### src/rtl/life_frame_reader_pkg.sv
// Shared sizes and FSM encoding for the life frame reader.
// Imported by the reader top and its row serializer.
package life_frame_reader_pkg;

  localparam int LIFE_ROWS  = 16;
  localparam int LIFE_COLS  = 16;
  localparam int LIFE_SEL_W = 4;

  typedef enum logic [2:0] {
    S_IDLE,
    S_SEL,
    S_LOAD,
    S_SHIFT,
    S_STEP,
    S_DONE
  } state_t;

endpackage

### src/rtl/life_row_serializer.sv
// Row load/shift register with column counter.
// Streams one captured row MSB first over a valid/ready handshake.
import life_frame_reader_pkg::*;

module life_row_serializer #(
  parameter int COLS = LIFE_COLS,
  parameter int CW   = LIFE_SEL_W
) (
  input  logic            clk,
  input  logic            reset,
  input  logic            load,
  input  logic            active,
  input  logic [COLS-1:0] row_data,
  input  logic            out_ready,
  output logic            out_valid,
  output logic            out_bit,
  output logic [CW-1:0]   out_col,
  output logic            row_end
);

  logic [COLS-1:0] shreg;
  logic [CW-1:0]   col;
  logic            fire;
  logic            col_last;

  assign fire      = active & out_ready;
  assign col_last  = (col == CW'(COLS - 1));
  assign row_end   = fire & col_last;
  assign out_valid = active;
  assign out_bit   = shreg[COLS-1];
  assign out_col   = col;

  always_ff @(posedge clk) begin
    if (!reset) begin
      shreg <= '0;
      col   <= '0;
    end else if (load) begin
      shreg <= row_data;
      col   <= '0;
    end else if (fire) begin
      shreg <= {shreg[COLS-2:0], 1'b0};
      if (!col_last) begin
        col <= col + CW'(1);
      end
    end
  end

endmodule

### src/rtl/life_frame_reader.sv
// Sweeps the life array row by row and streams every cell out.
// Tracks generation change and optionally steps the array after.
import life_frame_reader_pkg::*;

module life_frame_reader #(
  parameter int ROWS  = LIFE_ROWS,
  parameter int COLS  = LIFE_COLS,
  parameter int SEL_W = LIFE_SEL_W
) (
  input  logic             clk,
  input  logic             reset,
  input  logic             start,
  input  logic             auto_step,
  output logic             busy,
  output logic [SEL_W-1:0] row_sel,
  input  logic [COLS-1:0]  row_data,
  input  logic [COLS-1:0]  row_prev,
  output logic             out_valid,
  input  logic             out_ready,
  output logic             out_bit,
  output logic [SEL_W-1:0] out_row,
  output logic [SEL_W-1:0] out_col,
  output logic             out_last,
  output logic             step,
  output logic             frame_done,
  output logic             frame_changed
);

  state_t           state;
  state_t           nxt;
  logic [SEL_W-1:0] row;
  logic             auto_q;
  logic             changed;
  logic             row_end;
  logic             last_row;

  assign last_row = (row == SEL_W'(ROWS - 1));

  life_row_serializer #(
    .COLS (COLS),
    .CW   (SEL_W)
  ) u_ser (
    .clk       (clk),
    .reset     (reset),
    .load      (state == S_LOAD),
    .active    (state == S_SHIFT),
    .row_data  (row_data),
    .out_ready (out_ready),
    .out_valid (out_valid),
    .out_bit   (out_bit),
    .out_col   (out_col),
    .row_end   (row_end)
  );

  always_ff @(posedge clk) begin
    if (!reset) begin
      state   <= S_IDLE;
      row     <= '0;
      auto_q  <= 1'b0;
      changed <= 1'b0;
    end else begin
      state <= nxt;
      if (state == S_IDLE && start) begin
        row     <= '0;
        auto_q  <= auto_step;
        changed <= 1'b0;
      end
      if (state == S_LOAD) begin
        changed <= changed | (|(row_data ^ row_prev));
      end
      if (row_end && !last_row) begin
        row <= row + SEL_W'(1);
      end
    end
  end

  always_comb begin
    nxt = state;
    unique case (state)
      S_IDLE:  if (start) nxt = S_SEL;
      S_SEL:   nxt = S_LOAD;
      S_LOAD:  nxt = S_SHIFT;
      S_SHIFT: begin
        if (row_end) begin
          if (!last_row)   nxt = S_SEL;
          else if (auto_q) nxt = S_STEP;
          else             nxt = S_DONE;
        end
      end
      S_STEP:  nxt = S_DONE;
      S_DONE:  nxt = S_IDLE;
      default: nxt = S_IDLE;
    endcase
  end

  assign busy          = (state != S_IDLE);
  assign row_sel       = row;
  assign out_row       = row;
  assign out_last      = out_valid & last_row &
                         (out_col == SEL_W'(COLS - 1));
  assign step          = (state == S_STEP);
  assign frame_done    = (state == S_DONE);
  assign frame_changed = changed;

endmodule

### config.mk
export PLATFORM = sky130hd
export DESIGN_NAME = life_frame_reader
export DESIGN_NICKNAME = d
export VERILOG_FILES = /design/src/rtl/life_frame_reader_pkg.sv /design/src/rtl/life_row_serializer.sv /design/src/rtl/life_frame_reader.sv
export SDC_FILE = /design/constraint.sdc
export NUM_CORES = 1
export LEC_CHECK = 0
export ABC_CLOCK_PERIOD_IN_PS = 3000
export CAP_MARGIN = 20
export CORE_MARGIN = 3
export CORE_UTILIZATION = 48
export CTS_CLUSTER_DIAMETER = 150
export DETAILED_ROUTE_END_ITERATION = 12
export PLACE_DENSITY_LB_ADDON = 0.15
export SLEW_MARGIN = 20
export SYNTH_ARGS = -nofsm -noshare
export SYNTH_HDL_FRONTEND = slang
export SYNTH_HIERARCHICAL = 1
export SYNTH_SLANG_ARGS = --single-unit
### constraint.sdc
create_clock -name clk -period 3 [get_ports clk]
set_input_delay 0.9 -clock clk [delete_from_list [all_inputs] [get_ports clk]]
set_output_delay 0.9 -clock clk [all_outputs]
set_load 0.02 [all_outputs]
Yosys cells after proc, flatten, opt, wreduce, memory -nomap -nowiden
Index checks and enable logic that the tools add are counted.
- output and inout bits: 19
- register bits: 29
- logic and storage cells: 48
- muxes and demuxes: 11
- reductions and logical operators: 12
- add/sub/neg operators: 2
- bitwise operators: 8
- equality and inequality tests: 9
- operators with widths (kind ; count):
    16-bit two-way mux ; 2
    16-bit OR reduction ; 1
    16-bit bitwise XOR ; 1
    3-bit case mux with 5 select lines ; 1
    3-bit two-way mux ; 3
    4-bit by 1-bit adder with 4-bit output (second input constant) ; 2
    4-bit equality test (second input constant) ; 2
    4-bit two-way mux ; 2
    3-bit by 2-bit equality test with 1-bit output (second input constant) ; 2
    3-bit equality test (second input constant) ; 2
    2-bit nonzero test ; 3
    1-bit bitwise AND ; 4
    2-bit AND reduction ; 2
    3-bit by 1-bit equality test with 1-bit output (second input constant) ; 1
    3-bit zero test ; 1
    1-bit two-way mux ; 3
    3-bit nonzero test ; 1
    1-bit logical AND ; 2
    2-bit by 1-bit inequality test with 1-bit output (second input constant) ; 1
    2-bit inequality test (second input constant) ; 1
    1-bit inverter ; 2
    2-bit OR reduction ; 1
    1-bit zero test ; 1
    1-bit bitwise OR ; 1

Longest topological paths before layout
- depth in word-level cells: 5
- depth in mapped cells: 10
- gate-level depth less buffers: 8

Hierarchy
The synthesis kept the hierarchy.
- by module, submodules not included (module ; area an instance (µm²) ; cells each ; seq. area each (µm²) ; times used):
    life_row_serializer ; 878.3 ; 96 ; 400.4 ; 1
    life_frame_reader ; 684.4 ; 84 ; 180.2 ; 1

Worst setup path before layout
OpenSTA, ideal clock, no wires.
- path type: register to output
- from: register row[0] (netlist: out_row[0])
- to: output out_last
- arrival time: 1488 ps
- slack: 612 ps
- required time: 2100 ps
- buffers on the path: 0
- cell stages (with the launch flop): 4
- cells stage by stage: dfxtp_1 ha_1 nand3_1 nor3_1
- cells in the longest elaborated chain, start to end: 3
- ends and longest elaborated chain (what ; line ; text):
    from (decl) ; life_frame_reader.sv:31 ; logic [SEL_W-1:0] row;
    from (signal assigned) ; life_frame_reader.sv:72 ; row <= row + SEL_W'(1);
    4-bit equality test ; life_frame_reader.sv:37 ; assign last_row = (row == SEL_W'(ROWS - 1));
    1-bit bitwise AND (2 in series) ; life_frame_reader.sv:99 ; assign out_last = out_valid & last_row &
    to (decl) ; life_frame_reader.sv:23 ; output logic out_last,
Every way passes these cells.

Final worst setup path
- from: register row[1] (netlist: out_row[1])
- to: output out_last
Same word-level chain as after synthesis.

==> qor.yml <==
viasPerCell: 5.28
drv_slew: 0
ys_types: 36
clk_pin_slew_worst_paths_ps: 90
synth_warnings: 6
worstHoldStart: "u_ser/shreg[0]"
drt_iter0_drc: 65
holdPathEnd: "u_ser/shreg[0]"
max_stage_delay_ps: 430
htreeDepth: 2
timing.rr.start: "state[2]"
finalSetupViolCount: 0
cellLeakagePower_nw: 0.839
clk_path_buf_depth: 2
gp_congestion: 0.745
overflow: 0
synth_edf_count: 0
rrSetupSlack_ps: 1050
hold-path-cell-count: 2
synth_seq_cells: 29
critPathMaxFanout: 6
routedWlPerCell_um: 12.9
io_pins: 56
first_global_vias: 1394
core-area_um2: 3080
cpMaxStageDelayCell: "dfxtp_1"
setup_slack_ps: 231
ant_nets: 0
numCtsBuffers: 5
place_area_um2: 2120
ir_drop_mv: 0.261
num_vias: 1468
cts_resized: 1
finalHoldViolations: 0
max_slew_margin_pct: 45.7
post-place-ws_ps: 274
grt_usage_pct: 18.6
synth_cells: 180
die_x_um: 63.1
holdWs_ps: 504
clk_latency_ps: 320
fin_area_um2: 2160
cts_root_buf: "clkbuf_4"
worstPathRequired_ps: 2100
cp.arrival_ps: 1870
final_nets: 272
start_util_pct: 50.8
drive_gt1_share_pct: 3.85
async_flop_share_pct: 0
cp-end-kind: "output pin"
fin_skew_ps: 8.30
max_freq_ghz: 0.361
reg2regPathDepth: 5
power_mw: 0.818
maxCapViolations: 0
grt_pass1_wl_um: 5930
yosysSeqAreaShare_pct: 37.1
postCtsHoldBufs: 0
cts_tree: "built"
postRouteWirelength_um: 3590
port_buffers: 55
hpwlAfterDp_um: 2840
min_period_over_period_pct: 92.3
tns_ps: 0
fin_crit_ps: 2770
grt_max_degree: 33
dieArea_um2: 3980
drc: 0
r2r_end: "u_ser/out_col[3]"
rows: 20
avgSynthCellArea_um2: 8.68
die_h_um: 63.1
antenna_found_initial: 0
cp-start-kind: "register"
status: "finished, final reports clean"
path_cells: "ha_1 > nand3_1 > nor3_1 > dlygate4sd2_1"
n_antenna_cell: 0
post_cts_buffers: 0
critical_path_class: "reg2out"
synth_ff_type: "dfxtp_1"
clock_sinks: 29
p_per_area_nw_per_um2: 378
grt_setup_unrepaired: "no"
tightest_slew_ps: 814
netlist_area_um2: 1560
first_pass_iters: 4
syn2layout_area_growth_pct: 38.5
hp-class: "reg2reg"
syn_nets: 219
[cell usage after synthesis (all sizes together), types with 2 or more instances]
master,instances,share of area (%)
dfxtp,29,37
a21oi,23,7.4
o21ai,21,6.7
mux2i,16,10
xnor2,16,9.0
nand3,9,2.9
buf,7,3.4
nand2,7,1.7
nor3,6,1.9
clkbuf,5,1.3
inv,5,1.2
nor2,5,1.2
a21boi,3,1.4
and2,3,1.2
nand4,3,1.2
nor2b,3,1.2
or3,3,1.2
ha,2,1.6
[per-stage QoR]
stage / util (%) / std cells
2_1_floorplan: - / 180
3_3_place_gp: 68.8 / 270
3_5_place_dp: 68.8 / 270
4_1_cts: 70.3 / 278
5_1_grt: 70.3 / 278
6_report: 70.3 / 278
[per-layer routing]
| metal | vias to the layer above | global-route usage [%] | wire length [um] |
|---|---|---|---|
| met5 | - | 0 | 0 |
| met4 | 0 | 5.51 | 44 |
| met3 | 5 | 6.24 | 242 |
| met2 | 56 | 33.2 | 1790 |
| met1 | 658 | 20.6 | 1510 |
| li1 | 749 | - | - |
[power breakdown]
part	internal (mW)	total [mW]	switching, mW
Clock	0.0933	0.221	0.128
Combinational	0.0957	0.169	0.0732
Sequential	0.410	0.428	0.0180
[cells by family after synthesis]
kind of cell	count (synthesis)	synth area share, %
AOI/OAI and AO/OA	54	19.0
xor gates and xnor gates	17	9.53
adders and majority gates	2	1.60
buffers and inverters	17	5.92
DFF	29	37.1
muxes	16	10.2
and+or+nand+nor	45	16.6
[cells in the final DEF (no fill, tap or decap), types with 5 or more instances in the layout]
master and count:
inv_1 5, a21oi_1 23, clkdlybuf4s50_1 54, o21ai_0 21, xnor2_1 16, nand2_1 7, nand3_1 9, dfxtp_1 29
nor2_1 5, mux2i_1 16, clkbuf_4 5, nor3_1 6
[state kept, by name, indices dropped and copies added, names as in the netlist]
name and flops:
frame_changed 1, u_ser/shreg 16, u_ser/out_col 4, auto_q 1
state 3, out_row 4
[worst max path at each step]
stage / from / to / slack, ps
finish: out_row[1] / out_last / 230
global route: out_row[0] / out_last / 60
CTS: out_row[1] / out_last / 200
detailed placement: out_row[0] / out_last / 270
global placement: out_row[0] / out_last / 340
floorplan: out_row[0] / out_last / 610
[critical path, delay by kind of cell, from the launching register on]
kind,cells,cell delay (ps)
buffers and inverters,1,370
flip-flops,1,430
AND/OR/NAND/NOR,2,500
adder cells (fa/ha/maj),1,260
[final cells by class]
class                      count  area (um2)
fill                         270         913
inverter                       5        18.8
multi-input combinational    134         890
clock buffer                   8        48.8
tap                           44        55.1
timing repair buffer          58         572
sequential                    29         581
Note: power is estimated with default switching activity, not from simulation.
